File: src/rtl/spi_master.sv
// spi_master: memory-mapped mode-0 SPI master (DATA / STATUS / CTRL registers).
// One byte per transfer, MSB first, SCLK half-period of div+1 clocks,
// chip select driven only by software through CTRL.csn.
module spi_master #(
    parameter logic [7:0] RESET_DIV = 8'd15
) (
    input  logic        clk,
    input  logic        reset,
    input  logic [31:0] address_in,
    input  logic        sel_in,
    input  logic        read_in,
    output logic [31:0] read_value_out,
    input  logic [3:0]  write_mask_in,
    input  logic [31:0] write_value_in,
    output logic        ready_out,
    output logic        spi_clk_out,
    output logic        spi_csn_out,
    output logic        spi_mosi_out,
    input  logic        spi_miso_in
);

    localparam logic [1:0] ST_IDLE = 2'd0;
    localparam logic [1:0] ST_LOW  = 2'd1;
    localparam logic [1:0] ST_HIGH = 2'd2;

    localparam logic [1:0] IDX_DATA   = 2'd0;
    localparam logic [1:0] IDX_STATUS = 2'd1;
    localparam logic [1:0] IDX_CTRL   = 2'd2;

    logic [1:0] state;
    logic [1:0] state_next;
    logic [7:0] phase_cnt;
    logic [2:0] bit_cnt;
    logic [7:0] tx_shift;
    logic [7:0] rx_shift;
    logic [7:0] rx_byte;
    logic [7:0] div;
    logic       rx_valid;
    logic       csn;
    logic       sclk;
    logic       mosi;
    logic       busy;

    logic [1:0] reg_idx;
    logic       bus_wr;
    logic       data_wr;
    logic       data_rd;
    logic       ctrl_div_wr;
    logic       ctrl_csn_wr;
    logic       phase_done;
    logic       last_bit;
    logic       unused_bits;

    // Bus decode: only address bits [3:2] select a register.
    assign reg_idx     = address_in[3:2];
    assign bus_wr      = sel_in && (write_mask_in != 4'h0);
    assign data_wr     = bus_wr && (reg_idx == IDX_DATA) && write_mask_in[0];
    assign ctrl_div_wr = bus_wr && (reg_idx == IDX_CTRL) && write_mask_in[0];
    assign ctrl_csn_wr = bus_wr && (reg_idx == IDX_CTRL) && write_mask_in[1];
    assign data_rd     = sel_in && read_in && (reg_idx == IDX_DATA);
    assign phase_done  = (phase_cnt == div);
    assign last_bit    = (bit_cnt == 3'd7);
    assign busy        = (state != ST_IDLE);
    assign unused_bits = ^{address_in[31:4], address_in[1:0], write_value_in[31:9], write_mask_in[3:2]};

    // Next-state logic: IDLE -> LOW -> HIGH, eight LOW/HIGH pairs per byte.
    always_comb begin
        state_next = state;
        case (state)
            ST_IDLE: if (data_wr)    state_next = ST_LOW;
            ST_LOW:  if (phase_done) state_next = ST_HIGH;
            ST_HIGH: if (phase_done) state_next = last_bit ? ST_IDLE : ST_LOW;
            default:                 state_next = ST_IDLE;
        endcase
    end

    // State register.
    always_ff @(posedge clk) begin
        if (reset) state <= ST_IDLE;
        else       state <= state_next;
    end

    // Datapath: shifters, counters, SPI pins and software-visible registers.
    always_ff @(posedge clk) begin
        if (reset) begin
            phase_cnt <= 8'd0;
            bit_cnt   <= 3'd0;
            tx_shift  <= 8'd0;
            rx_shift  <= 8'd0;
            rx_byte   <= 8'd0;
            rx_valid  <= 1'b0;
            div       <= RESET_DIV;
            csn       <= 1'b1;
            sclk      <= 1'b0;
            mosi      <= 1'b0;
        end else begin
            if (ctrl_csn_wr) csn <= write_value_in[8];
            // div is frozen while a byte is in flight so the bit timing stays uniform
            if (ctrl_div_wr && !busy) div <= write_value_in[7:0];
            // a DATA read consumes rx_valid; a completing transfer below overrides this
            if (data_rd) rx_valid <= 1'b0;

            case (state)
                ST_IDLE: begin
                    if (data_wr) begin
                        tx_shift  <= write_value_in[7:0];
                        mosi      <= write_value_in[7];
                        rx_valid  <= 1'b0;
                        bit_cnt   <= 3'd0;
                        phase_cnt <= 8'd0;
                    end
                end
                ST_LOW: begin
                    if (phase_done) begin
                        sclk      <= 1'b1;
                        rx_shift  <= {rx_shift[6:0], spi_miso_in};
                        phase_cnt <= 8'd0;
                    end else begin
                        phase_cnt <= 8'(phase_cnt + 8'd1);
                    end
                end
                ST_HIGH: begin
                    if (phase_done) begin
                        sclk      <= 1'b0;
                        phase_cnt <= 8'd0;
                        if (last_bit) begin
                            rx_byte  <= rx_shift;
                            rx_valid <= 1'b1;
                        end else begin
                            tx_shift <= {tx_shift[6:0], 1'b0};
                            mosi     <= tx_shift[6];
                            bit_cnt  <= 3'(bit_cnt + 3'd1);
                        end
                    end else begin
                        phase_cnt <= 8'(phase_cnt + 8'd1);
                    end
                end
                default: ;
            endcase
        end
    end

    // Zero-latency register read mux, forced to zero when not selected.
    always_comb begin
        read_value_out = 32'h0;
        if (sel_in) begin
            case (reg_idx)
                IDX_DATA:   read_value_out = {24'h0, rx_byte};
                IDX_STATUS: read_value_out = {30'h0, rx_valid, busy};
                IDX_CTRL:   read_value_out = {23'h0, csn, div};
                default:    read_value_out = 32'h0;
            endcase
        end
    end

    assign ready_out    = sel_in;
    assign spi_clk_out  = sclk;
    assign spi_csn_out  = csn;
    assign spi_mosi_out = mosi;

endmodule
File: config.mk
export PLATFORM = sky130hd
export DESIGN_NAME = spi_master
export DESIGN_NICKNAME = d
export VERILOG_FILES = /design/src/rtl/spi_master.sv
export SDC_FILE = /design/constraint.sdc
export NUM_CORES = 1
export LEC_CHECK = 0
export ABC_AREA = 1
export CORE_MARGIN = 2
export CORE_UTILIZATION = 47
export CTS_CLUSTER_SIZE = 8
export DETAILED_ROUTE_END_ITERATION = 10
export PLACE_DENSITY = 0.93
export SLEW_MARGIN = 20
export SYNTH_ARGS = -nofsm -noshare
export SYNTH_HDL_FRONTEND = slang
export SYNTH_SLANG_ARGS = --single-unit
export TNS_END_PERCENT = 10
File: constraint.sdc
create_clock -name clk -period 5 [get_ports clk]
set_input_delay 1.5 -clock clk [delete_from_list [all_inputs] [get_ports clk]]
set_output_delay 1.5 -clock clk [all_outputs]
set_load 0.005 [all_outputs]
**Word-level counts from Yosys, hierarchy flattened**

Cells that the tools add are included.

- Equality and inequality tests: 10
- Muxes and demuxes: 30
- Add/subtract/negate cells: 2
- Reductions and logical operators: 24

Operator list:

| cell | number |
|---|---|
| $pmux 9 s3 | 1 |
| $mux 7 | 3 |
| $mux 8 | 2 |
| $pmux 8 s2 | 1 |
| $pmux 7 s2 | 1 |
| $mux 1 | 10 |
| $logic_and 1x1->1 | 9 |
| $mux 3 | 3 |
| $mux 9 | 1 |
| $reduce_and 3->1 | 3 |
| $add 8x1->8 const B | 1 |
| $eq 8x8->1 | 1 |
| $ne 2x2->1 const B | 4 |
| $reduce_bool 2->1 | 4 |
| $mux 2 | 3 |
| $pmux 1 s2 | 3 |
| $pmux 2 s3 | 1 |
| $pmux 3 s2 | 1 |
| $eq 2x1->1 const B | 2 |
| $eq 2x2->1 const B | 2 |
| $logic_not 2->1 | 2 |
| $reduce_and 2->1 | 2 |
| $reduce_and 4->1 | 1 |
| $reduce_bool 4->1 | 1 |
| other kinds (4) | 4 |

- Bits in registers: 48
- Word-level logic and storage cells: 77

**Longest topological paths before layout**

Gate-level depths: netlist of the first run.

- Depth in word-level cells: 6
- Gate-level depth with buffers: 12

**Least setup slack after synthesis of the first run**

No wires, ideal clock.

- Kind: input to output
- Start: input port address_in[3]
- End: output port read_value_out[0]
- Arrival: 2,114 ps
- Stages: 6
- Slack: 1,386 ps
- Buffers on the path: 0
- Path through: inv_1 nor2_2 inv_1 o221ai_1 nand2_1 inv_1

- Cells in the longest elaborated chain, start to end: 3
- Elaborated cells between the ends (all ways): 5

Ends and longest elaborated chain:

| what | RTL line | RTL |
|---|---|---|
| start, declared | 9 | `input logic [31:0] address_in,` |
| $eq 2x2->1, or another cell as far along | 147 | `case (reg_idx)` |
| $pmux 9 s3 (*) | 147 |  |
| $mux 9 (*) | 146 | `if (sel_in) begin` |
| end, declared | 12 | `output logic [31:0] read_value_out,` |

Mark *: on every way between the ends. The rest lies on a longest branch, timed or not.

**Final worst setup path of the first run**

- Start: input port address_in[3]
- End: output port read_value_out[2]

Same word-level chain as after synthesis.

==> metrics.yaml, run 1 <==
outcome:
  run_status: "finished, final reports clean"
routing:
  via_count: 2441
  detail_route.drc_violations: 0
  wl_per_cell_um: 12.0
  detailedRoute.firstPassIterationCount: 4
  total_wire_length_mm: 6.01
  routed_via_density: 4.87
  drt_iter0_markers: 267
  route.antenna.remaining_nets: 0
global_routing:
  grt_antenna_before_repair: 0
  grt_pass1_wl_mm: 10.2
  grt_start_max_net_pins: 21
  total_grt_usage_pct: 20.3
  globalRoute.totalOverflow: 0
  vias_in_the_first_global_route: 2295
critical_path:
  path_delay_family: "buffers and inverters"
  r2r-start: "state[0]"
  critPathCaptureType: "output pin"
  critPathMostFrequentCell: "sky130_fd_sc_hd__clkdlybuf4s50_1"
  reg2reg_setup_slack_ns: 2.71
  worst_reg2reg_path_depth: 9
  timing.critical_path.buf_inv: 4
  crit_type: "in2out"
  timing.critical_path.cells: "clkdlybuf4s50_1 -> inv_1 -> nor2_2 -> buf_4 -> nand2_1 -> a21oi_1 -> clkdlybuf4s50_1"
  crit_path_max_fanout: 7
  cp.arrival_ns: 3.19
  timing.rr.end: "tx_shift[4]"
  critPathMaxStageDelay_ns: 0.54
  critical_path.slowest_cell: "sky130_fd_sc_hd__clkdlybuf4s50_1"
  crit_path_start_kind: "input pin"
  setup.worst_path.start: "address_in[3]"
  critical_path_depth: 7
  crit_required_ns: 3.50
synth:
  yosys_warnings: 0
  synthDistinctLibCells: 31
  synth-seq-area-share_pct: 35.7
  syn_avg_cell_area_um2: 6.74
  synthCells: 400
  ys_ff_latch: 48
  netlist_area_before_placement_um2: 2700
placed_design:
  detailedPlacementHpwl_mm: 4.40
  portBuffers: 30
  placement.cell_area_um2: 2950
  gpl.final_weighted_congestion: 0.881
  pre_cts_slack_ns: 0.324
clocking:
  clk_pin_slew_ns: 0.09
  clk_latency_ns: 0.32
  number_of_hold_repair_buffers_added_at_the_cts_stage: 0
  cts_root_buf: "sky130_fd_sc_hd__clkbuf_8"
  ctsLongestPathBuffers: 2
  htree_num_levels: 2
  cts_setup_buffers: 0
  cts_sinks: 48
  cts_tree: "built"
  cts_repair_resize_count: 0
  cts_buf_count: 5
timing:
  maxSlewViolCount: 0
  skew_ns: 0.00419
  setup_slack_ns: 0.307
  finalCriticalPeriod_ns: 4.69
  timing.fmax_ghz: 0.213
  rsz_0062_raised_after_global_routing: "no"
  setup_violating_endpoint_count_in_the_final_report: 0
  final.setup.tns_ns: 0
  worst_pin_slew_ns: 0.592
  hold_viol: 0
  timing.final.crit_share_pct: 93.9
  slew_headroom_pct: 60.4
worst_hold_path:
  hp-start: "rx_shift[6]"
  whs_endpoint: "rx_shift[6]"
  timing.hold.worst_path_depth: 2
  hp-class: "reg2reg"
floorplan:
  die_area_um2: 6360
  fp-row-count: 27
  start_util_pct: 48.9
  die_height_um: 79.7
  die-width_um: 79.7
  io-pin-count: 109
  core_region_area_um2: 5510
pwr:
  finalPower_mw: 0.895
  power.combinational.fraction_pct: 20.1
  power.static_leakage_nw: 1.40
  power_per_unit_of_standard_cell_area_nw_per_um2: 292
  power_switching_share_pct: 30.3
  p_int_mw: 0.624
  irDropWorstVdd_uv: 126
  netSwitchingPower_mw: 0.271
  p_seq_share_pct: 47.2
  pwr-share-clk_pct: 32.7
finish:
  final_util_pct: 55.7
  layout-area-overhead-vs-synth_pct: 13.7
  antenna-diode-count: 0
  num-fill-cells: 477
  fin_nets: 508
  drive_above_1_share_pct: 7.69
  post-route-cell-area_um2: 3070
flow_run:
  max_cap_violations: 0
flip-flops by register name (all words and copies together) (netlist names):
name / cells
spi_csn_out: 1
rx_shift: 8
bit_cnt: 3
div: 8
spi_clk_out: 1
spi_mosi_out: 1
tx_shift: 7
phase_cnt: 8
rx_valid: 1
rx_byte: 8
state: 2
power by group through the flow:
stage	registers, mW	clock network (mW)	logic, mW
after CTS	0.422	0.293	0.178
after floorplan	0.426	0	0.143
final	0.422	0.293	0.180
after global placement	0.428	0	0.169
after global routing	0.425	0.311	0.202
after detailed placement	0.430	0	0.176
per-stage QoR:
step / hold WS [ns] / std cells
final: 0.488 / 501
after CTS: 0.486 / 501
after global routing: 0.506 / 501
after detailed placement: 0.471 / 493
after floorplan: 0.446 / 422
after global placement: 0.462 / 493
routing by layer:
layer | track usage, % | part of all wire [%] | up-vias
li1 | - | - | 1248
met1 | 23.6 | 41 | 1095
met2 | 35.0 | 50 | 81
met3 | 4.30 | 5.4 | 17
met4 | 10.3 | 3.4 | 0
met5 | 0 | 0 | -
cell usage in the layout, fill, tap and decap left out, types with 2 or more instances in the layout:
cell type / n
sky130_fd_sc_hd__nand4_1: 6
sky130_fd_sc_hd__a21oi_1: 27
sky130_fd_sc_hd__o211ai_1: 3
sky130_fd_sc_hd__ha_1: 7
sky130_fd_sc_hd__clkbuf_8: 5
sky130_fd_sc_hd__clkinv_1: 2
sky130_fd_sc_hd__inv_2: 5
sky130_fd_sc_hd__nor3_1: 4
sky130_fd_sc_hd__nand2_4: 3
sky130_fd_sc_hd__nand3_1: 6
sky130_fd_sc_hd__nor2_4: 3
sky130_fd_sc_hd__conb_1: 23
sky130_fd_sc_hd__inv_1: 47
sky130_fd_sc_hd__o21ai_0: 22
sky130_fd_sc_hd__nand3_2: 2
sky130_fd_sc_hd__o221ai_1: 2
sky130_fd_sc_hd__clkdlybuf4s50_1: 30
sky130_fd_sc_hd__buf_4: 2
sky130_fd_sc_hd__nand2_2: 6
sky130_fd_sc_hd__dfxtp_1: 48
sky130_fd_sc_hd__nor2_1: 48
sky130_fd_sc_hd__xnor2_1: 3
sky130_fd_sc_hd__nand2_1: 116
cells by family after synthesis:
group / share of synthesized area [%]
AO/OA/AOI/OAI: 11.2
XOR/XNOR: 1.30
adder cells (fa/ha/maj): 3.25
buffers and inverters: 16.2
flip-flops: 35.7
other: 0.139
AND/OR/NAND/NOR: 32.3
synth_stat cells, drive strengths merged:
cell	instances	share of area, %
buf	29	7.9
ha	7	3.2
xor2	1	0.33
nand4	7	1.9
nor3	4	0.74
clkbuf	4	0.70
dfxtp	48	36
o21ai	23	4.7
nand3	9	2.5
o211ai	3	0.84
nand2	125	19
conb	1	0.14
xnor2	3	0.98
clkinv	2	0.28
o221ai	2	0.65
a21oi	27	5.0
or2	1	0.23
nor2	52	8.2
inv	52	7.2
worst reg2reg max path, cell delays in order (launching register included):
cell                      delay (ns)
sky130_fd_sc_hd__dfxtp_1        0.35
sky130_fd_sc_hd__inv_1          0.09
sky130_fd_sc_hd__ha_1           0.51
sky130_fd_sc_hd__inv_1          0.33
sky130_fd_sc_hd__or2_1          0.33
sky130_fd_sc_hd__nand2_2        0.14
sky130_fd_sc_hd__nand3_4        0.21
sky130_fd_sc_hd__nand2_2        0.11
sky130_fd_sc_hd__nand2_1        0.06
sky130_fd_sc_hd__nor2_1         0.10
how the worst max path moves through the flow:
stage / end / slack [ns]
2_1_floorplan: read_value_out[0] / 1.39
3_3_place_gp: read_value_out[2] / 0.34
3_5_place_dp: read_value_out[0] / 0.32
4_1_cts: read_value_out[2] / 0.31
5_1_grt: read_value_out[2] / 0.18
6_report: read_value_out[2] / 0.31
cell type report:
class	count	area [um^2]	share of cell area [%]
timing repair buffer	32	315	10.3
clock buffer	5	68.8	2.24
multi-input combinational	287	1380	45.1
sequential	48	961	31.3
tap	72	90.1	2.94
clock inverter	3	46.3	1.51
inverter	54	203	6.61
(Power assumes the default switching activity.)
==> inputs of run 2 (changes only) <==
CAP_MARGIN = 20   (was default)
==> results of run 2 <==
The final DEF is identical to that of run 1; final timing and power are the same.
